**config.mk**
```make
export PLATFORM = sky130hd
export DESIGN_NAME = mux_c_arbiter
export DESIGN_NICKNAME = d
export VERILOG_FILES = /design/src/rtl/mux_c_arbiter.sv
export SDC_FILE = /design/constraint.sdc
export NUM_CORES = 1
export LEC_CHECK = 0
export CORE_MARGIN = 2
export CORE_UTILIZATION = 30
export CTS_CLUSTER_SIZE = 28
export DETAILED_ROUTE_END_ITERATION = 16
export REMOVE_ABC_BUFFERS = 1
export SLEW_MARGIN = 0
export SYNTH_ARGS = -nofsm -noshare
export SYNTH_HDL_FRONTEND = slang
export SYNTH_SLANG_ARGS = --single-unit
export TNS_END_PERCENT = 10
```
**constraint.sdc**
```tcl
create_clock -name CLK -period 5.4 [get_ports CLK]
set_input_delay 0.54 -clock CLK [delete_from_list [all_inputs] [get_ports CLK]]
set_output_delay 0.54 -clock CLK [all_outputs]
set_load 0.02 [all_outputs]
```
**src/rtl/mux_c_arbiter.sv**
```systemverilog
// Round-robin owner selection for a shared 4:1 mux_c: drives active-low enable G and select C
// from registered state, bounds each grant under contention and inserts a one-cycle handoff gap.
module mux_c_arbiter #(
  parameter int HOLD_MAX = 8
) (
  input  logic       CLK,
  input  logic       RST,
  input  logic [3:0] REQ,
  output logic       G,
  output logic [1:0] C,
  output logic [3:0] GNT,
  output logic       BUSY,
  output logic       PREEMPT
);

  localparam int CW = $clog2(HOLD_MAX + 1);
  localparam logic [CW-1:0] HOLD_C = CW'(HOLD_MAX);

  typedef enum logic [1:0] {
    S_IDLE    = 2'd0,
    S_GRANT   = 2'd1,
    S_RELEASE = 2'd2
  } state_t;

  state_t        state_q, state_d;
  logic [1:0]    ptr_q, ptr_d;
  logic [CW-1:0] cnt_q, cnt_d;
  logic          g_q, g_d;
  logic [1:0]    c_q, c_d;
  logic [3:0]    gnt_q, gnt_d;
  logic          busy_q, busy_d;
  logic          preempt_q, preempt_d;

  logic          found_s;
  logic [1:0]    win_s;

  // Returns {found, index} of the first set request at or after ptr, wrapping mod 4.
  function automatic logic [2:0] rr_pick(input logic [3:0] req, input logic [1:0] ptr);
    logic [2:0] res;
    logic [1:0] idx;
    res = 3'b000;
    for (int i = 3; i >= 0; i--) begin
      idx = ptr + 2'(i);
      if (req[idx]) begin
        res = {1'b1, idx};
      end else begin
        res = res;
      end
    end
    return res;
  endfunction

  assign {found_s, win_s} = rr_pick(REQ, ptr_q);

  // Next-state and registered-output decode.
  always_comb begin
    state_d   = state_q;
    ptr_d     = ptr_q;
    cnt_d     = cnt_q;
    g_d       = g_q;
    c_d       = c_q;
    gnt_d     = gnt_q;
    busy_d    = busy_q;
    preempt_d = 1'b0;
    case (state_q)
      S_IDLE, S_RELEASE: begin
        if (found_s) begin
          state_d = S_GRANT;
          c_d     = win_s;
          gnt_d   = 4'b0001 << win_s;
          g_d     = 1'b0;
          busy_d  = 1'b1;
          cnt_d   = CW'(1);
        end else begin
          state_d = S_IDLE;
          g_d     = 1'b1;
          gnt_d   = 4'b0000;
          busy_d  = 1'b0;
        end
      end
      S_GRANT: begin
        // Owner dropping its request takes precedence over the hold limit.
        if (!REQ[c_q]) begin
          state_d = S_RELEASE;
          ptr_d   = c_q + 2'd1;
          g_d     = 1'b1;
          gnt_d   = 4'b0000;
          busy_d  = 1'b0;
        end else if ((cnt_q == HOLD_C) && ((REQ & ~gnt_q) != 4'b0000)) begin
          state_d   = S_RELEASE;
          ptr_d     = c_q + 2'd1;
          g_d       = 1'b1;
          gnt_d     = 4'b0000;
          busy_d    = 1'b0;
          preempt_d = 1'b1;
        end else begin
          state_d = S_GRANT;
          if (cnt_q != HOLD_C) begin
            cnt_d = cnt_q + CW'(1);
          end else begin
            cnt_d = cnt_q;
          end
        end
      end
      default: begin
        state_d = S_IDLE;
        g_d     = 1'b1;
        gnt_d   = 4'b0000;
        busy_d  = 1'b0;
      end
    endcase
  end

  // State and output registers with synchronous reset.
  always_ff @(posedge CLK) begin
    if (RST) begin
      state_q   <= S_IDLE;
      ptr_q     <= 2'd0;
      cnt_q     <= '0;
      g_q       <= 1'b1;
      c_q       <= 2'd0;
      gnt_q     <= 4'b0000;
      busy_q    <= 1'b0;
      preempt_q <= 1'b0;
    end else begin
      state_q   <= state_d;
      ptr_q     <= ptr_d;
      cnt_q     <= cnt_d;
      g_q       <= g_d;
      c_q       <= c_d;
      gnt_q     <= gnt_d;
      busy_q    <= busy_d;
      preempt_q <= preempt_d;
    end
  end

  assign G       = g_q;
  assign C       = c_q;
  assign GNT     = gnt_q;
  assign BUSY    = busy_q;
  assign PREEMPT = preempt_q;

endmodule

```
==> results of run 1 <==
-- flip-flops by register name, summed over array words and instances (netlist names) --
signal / count
BUSY: 1
C: 2
G: 1
GNT: 4
PREEMPT: 1
cnt_q: 4
ptr_q: 2
state_q: 2
-- per-layer routing --
metal,share of wire (%),vias to the layer above,GRT usage (%),routed length (um)
li1,-,400,-,-
met1,47,379,15.85,955
met4,1.3,0,6.667,27
met5,0,-,0,0
met3,6.8,2,3.057,139
met2,45,21,19.15,909
-- cell families after synthesis --
group	Yosys count	synth area share, %
AND/OR/NAND/NOR	36	23.41
adder cells (fa/ha/maj)	2	2.706
buffers and inverters	10	5.005
AO/OA/AOI/OAI	30	25.58
multiplexers	5	5.548
XOR/XNOR	1	0.9474
flip-flops	17	36.81
-- worst min-delay path, stage by stage (launching register included) --
cell	delay, ns
dfxtp_1	0.33
nand2_1	0.05
mux2i_1	0.05
-- layout make-up --
class | instances | area, sq um
Inverter | 4 | 15.01
Clock inverter | 1 | 5.005
Sequential cell | 17 | 340.3
Fill cell | 327 | 1901
Timing Repair Buffer | 14 | 140.1
Tap cell | 33 | 41.29
Multi-Input combinational cell | 74 | 538.0
Clock buffer | 3 | 22.52
-- Yosys cell counts, drive strengths merged --
library cell,instances
ha,2
a31oi,1
nor2,3
o41ai,2
a21boi,1
o21ba,1
clkbuf,4
nor4,1
or2,1
a2111o,1
xnor2,1
nand2b,9
o21a,1
a211oi,1
o32ai,2
nor3b,1
a21o,2
a41o,1
nand2,6
a21oi,8
or3b,1
a311oi,1
a211o,1
mux2,1
o22a,2
inv,4
nand3,2
buf,2
nand3b,3
nand4,2
o22ai,2
dfxtp,17
and2,1
o221ai,1
mux2i,4
nand4b,2
or4,1
nor3,1
nor2b,2
o31ai,2
-- stage by stage --
stage | area, sq um | utilization [%] | instances
floorplan | 893.4 | - | 95
global placement | 1075 | 35.79 | 142
detailed placement | 1075 | 35.79 | 142
CTS | 1102 | 36.71 | 146
global route | 1102 | 36.71 | 146
finish | 1102 | 36.71 | 146
-- final timing paths --
check	start	slack [ns]	to
hold reg to reg	cnt_q[3]	0.48	cnt_q[3]
setup reg to reg	C[0]	3.34	cnt_q[0]
setup / recovery	REQ[1]	3.15	cnt_q[0]
hold / removal	cnt_q[3]	0.48	cnt_q[3]
-- where the power goes --
group	internal (uW)	leakage (uW)	switching [uW]
logic	29.0	0.000214	33.5
registers	133	0.000139	8.64
clock network	27.5	0.0000177	40.6
total	190	0.000371	82.7
==> flow_metrics.tcl, run 1 <==
set metrics [dict create \
    critical_path_class "in -> reg" \
    synth.cell_area_sq_um 924.6 \
    area_growth_pct 19.22 \
    fmax_mhz 443.7 \
    slowest_stage "o22ai_1" \
    slowest_delay_ns 0.71 \
    clk_pin_slew_worst_paths_ns 0.09 \
    synth_warnings 0 \
    avgSynthCellArea_sq_um 9.155 \
    yosysTopAreaCellShare_pct 36.81 \
    cts_tree "yes" \
    rows 20 \
    grt_pass1_wl_um 3284 \
    final_cell_mix "dfxtp_1, clkdlybuf4s50_1, nand2b_1" \
    synth_largest_area_cell "dfxtp_1" \
    cp.depth 5 \
    drv_cap 0 \
    core_sq_um 3003 \
    hold_buffers 0 \
    worst_hold_slack_ns 0.4751 \
    via_count 802 \
    drt_iter0_drc 9 \
    synth_cells 101 \
    dieHeight_um 59.52 \
    viasPerCell 5.493 \
    tritoncts.num_buffers 3 \
    place_congestion 0.7840 \
    yosysSeqAreaShare_pct 36.81 \
    setup_viol 0 \
    first_pass_iters 4 \
    ys_ff_latch 17 \
    worst_slew_pin_slew_ns 0.8798 \
    dp_hpwl_um 1541 \
    fin_ws_ns 3.146 \
    post-route-period-util_pct 41.74 \
    min_path_type "reg -> reg" \
    htree_levels 1 \
    dieArea_sq_um 3542 \
    peakVddDrop_v 0.0001264 \
    nets 122 \
    clock-sinks 17 \
    cp_max_fo 13 \
    gr-usage-all-layers_pct 12.41 \
    worstRegToRegCells 4 \
    power_uw 272.7 \
    grt_overflow 0 \
    drv_slew 0 \
    ant_nets 0 \
    preCtsSetupSlack_ns 2.841 \
    cp-start-kind "input port" \
    grt_pass1_vias 757 \
    rsz0062_at_grt "no" \
    ys_types 41 \
    p_leak_uw 0.0003711 \
    tns_ns 0 \
    crit_family "compound AO/OA/AOI/OAI gates" \
    drt-total-wl_um 2031 \
    grt_start_max_net_pins 23 \
    root_buffer "clkbuf_4" \
    outcome "finished, final reports clean" \
    worstPathArrival_ns 2.45 \
    maxSlewHeadroom_pct 41.35 \
    drive_gt1_share_pct 7.080 \
    antenna_found_initial 0 \
    die_width_um 59.52 \
    worst-path-buf-inv 1 \
    pin_count 15 \
    hold_viol 0 \
    mostFrequentLayoutCell "dfxtp_1" \
    cts_setup_buffers 0 \
    synth_area_leaders "dfxtp_1, nand2b_1, a21oi_1" \
    diodes 0 \
    finClkSkew_ns 0.007711 \
    wire_per_inst_um 13.91 \
    post-route-min-period_ns 2.254 \
    port_buffers 14 \
    initial_utilization_pct 30.79 \
    insertion_delay_ns 0.29 \
    critPathCaptureType "flip-flop" \
    drc 0 \
    cts.repair.resized 0 \
    hold-path-cell-count 2 \
    cp_data_required_time_ns 5.59 \
    clock_path_buffers 2 \
    path_cells "clkdlybuf4s50_1 -> mux2i_1 -> o22ai_1 -> a211oi_1 -> a311oi_1" \
    power.density_nw_per_um2 247.4 \
]
Note: power is estimated with default switching activity, not from simulation.
==> run 2, diff against run 1 <==
==> constraint.sdc (replaced) <==
create_clock -name CLK -period 2.2 [get_ports CLK]
set_input_delay 0.22 -clock CLK [delete_from_list [all_inputs] [get_ports CLK]]
set_output_delay 0.22 -clock CLK [all_outputs]
set_load 0.02 [all_outputs]
==> run 2 against run 1 <==
- routed wire length grew 1.0%
- critical path type is now reg -> reg
- highest routed layer unchanged
- utilization grew 0.71 points
- cell count grew 2.1%
==> flow_metrics.tcl, run 2 (synthesized netlist as in run 1, its figures left out) <==
set metrics [dict create \
    outcome "finished, final reports clean" \
    worstRegToRegCells 6 \
    power.density_nw_per_um2 603.3 \
    die_width_um 59.52 \
    mostFrequentLayoutCell "dfxtp_1" \
    root_buffer "clkbuf_4" \
    tritoncts.num_buffers 3 \
    fmax_mhz 526.6 \
    peakVddDrop_v 0.0001815 \
    grtUsageMet3_pct 2.183 \
    cp_max_fo 9 \
    gr-usage-met2_pct 19.15 \
    antenna_found_initial 0 \
    finClkSkew_ns 0.003099 \
    crit_start "cnt_q[0]" \
    min_path_type "reg -> reg" \
    rows 20 \
    reg2reg_slack_ns 0.30 \
    tns_ns 0 \
    drive_gt1_share_pct 8.621 \
    cp_data_required_time_ns 2.38 \
    path_cells "inv_1 -> ha_1 -> nand3b_1 -> a41o_1 -> a31oi_1 -> mux2_1" \
    setup_viol 0 \
    hold_viol 0 \
    drv_slew 0 \
    critPathCaptureType "flip-flop" \
    dieArea_sq_um 3542 \
    insertion_delay_ns 0.29 \
    hold_buffers 0 \
    worstPathArrival_ns 2.08 \
    worst_slew_pin_slew_ns 0.6698 \
    htree_levels 1 \
    fillers 319 \
    drc 0 \
    drv_cap 0 \
    final_cell_mix "dfxtp_1, clkdlybuf4s50_1, nand2b_1" \
    clock-sinks 17 \
    grt_start_max_net_pins 20 \
    area_growth_pct 21.52 \
    cp-start-kind "flip-flop" \
    slowest_stage "a41o_1" \
    p_leak_uw 0.0003834 \
    grt.busiest_layer "met2" \
    first_pass_iters 4 \
    worstSetupEndpoint "ptr_q[1]" \
    cts_tree "yes" \
    grt_pass1_wl_um 3498 \
    ant_nets 0 \
    critical_path_class "reg -> reg" \
    dieHeight_um 59.52 \
    cts_setup_buffers 0 \
    post-route-period-util_pct 86.32 \
    nets 125 \
    grt_pass1_vias 759 \
    place_congestion 0.8614 \
    rsz0062_at_grt "no" \
    slowest_delay_ns 0.38 \
    maxSlewHeadroom_pct 55.21 \
    post-route-min-period_ns 1.899 \
    clock_path_buffers 2 \
    dp_hpwl_um 1546 \
    grt_overflow 0 \
    r2r-end "ptr_q[1]" \
    diodes 0 \
    viasPerCell 5.436 \
    core_sq_um 3003 \
    gr-usage-all-layers_pct 13.07 \
    drt-total-wl_um 2052 \
    drt_iter0_drc 30 \
    port_buffers 14 \
    wire_per_inst_um 13.77 \
    cts.repair.resized 0 \
    power_uw 677.8 \
    reg2reg_from "cnt_q[0]" \
    clk_pin_slew_worst_paths_ns 0.09 \
    fin_util_pct 37.42 \
    initial_utilization_pct 30.79 \
    pin_count 15 \
    grt.met1_usage_pct 17.93 \
    via_count 810 \
]
==> run 2: cell count changes in the layout (fill, tap and decap cells not counted), sizes merged <==
| cell | previous run | this run |
|---|---|---|
| clkinv | 1 | 0 |
| buf | 0 | 3 |
| clkbuf | 3 | 4 |
==> run 2: worst min-delay path by stage <==
stage                   from  endpoint  slack (ns)  cells after the start
floorplan                RST      BUSY        0.29                      1
global placement    cnt_q[3]  cnt_q[3]        0.46                      2
detailed placement  cnt_q[3]  cnt_q[3]        0.47                      2
CTS                 cnt_q[3]  cnt_q[3]        0.49                      2
global route            BUSY      BUSY        0.51                      2
finish              cnt_q[3]  cnt_q[3]        0.48                      2
==> run 2: final cells by class <==
class	instances	area [sq um]	area share, %
timing repair buffer	17	162.7	14.48
multi-input combinational	74	538.0	47.88
clock buffer	4	26.28	2.339
tap	33	41.29	3.675
inverter	4	15.01	1.336
sequential	17	340.3	30.29
==> run 2: report_power, final <==
group / internal [uW] / switching, uW
clock: 70.6 / 97.9
sequential: 328 / 21.0
combinational: 77.0 / 83.8
total: 475 / 203
==> run 2: per-stage QoR <==
step	setup slack (ns)	cell area (sq um)	instances	hold WS, ns
5_1_grt	0.1386	1124	149	0.5104
2_1_floorplan	0.3639	893.4	95	0.2891
3_5_place_dp	0.1637	1097	145	0.4714
3_3_place_gp	0.1840	1097	145	0.4592
6_report	0.3009	1124	149	0.4848
4_1_cts	0.2868	1124	149	0.4893
==> run 2: layer usage <==
layer  routed length, um  share of wire, %
met1                1018                50
met2                 910                44
met3                  75               3.7
met4                  48               2.3
met5                   0                 0
==> run 2: critical path, delay by kind of cell (launching register included) <==
| family | cells | cell delay (ns) |
|---|---|---|
| AO/OA/AOI/OAI | 2 | 0.67 |
| adder cells (fa/ha/maj) | 1 | 0.14 |
| buffers and inverters | 1 | 0.07 |
| flip-flops | 1 | 0.36 |
| multiplexers | 1 | 0.36 |
| AND/OR/NAND/NOR | 1 | 0.19 |
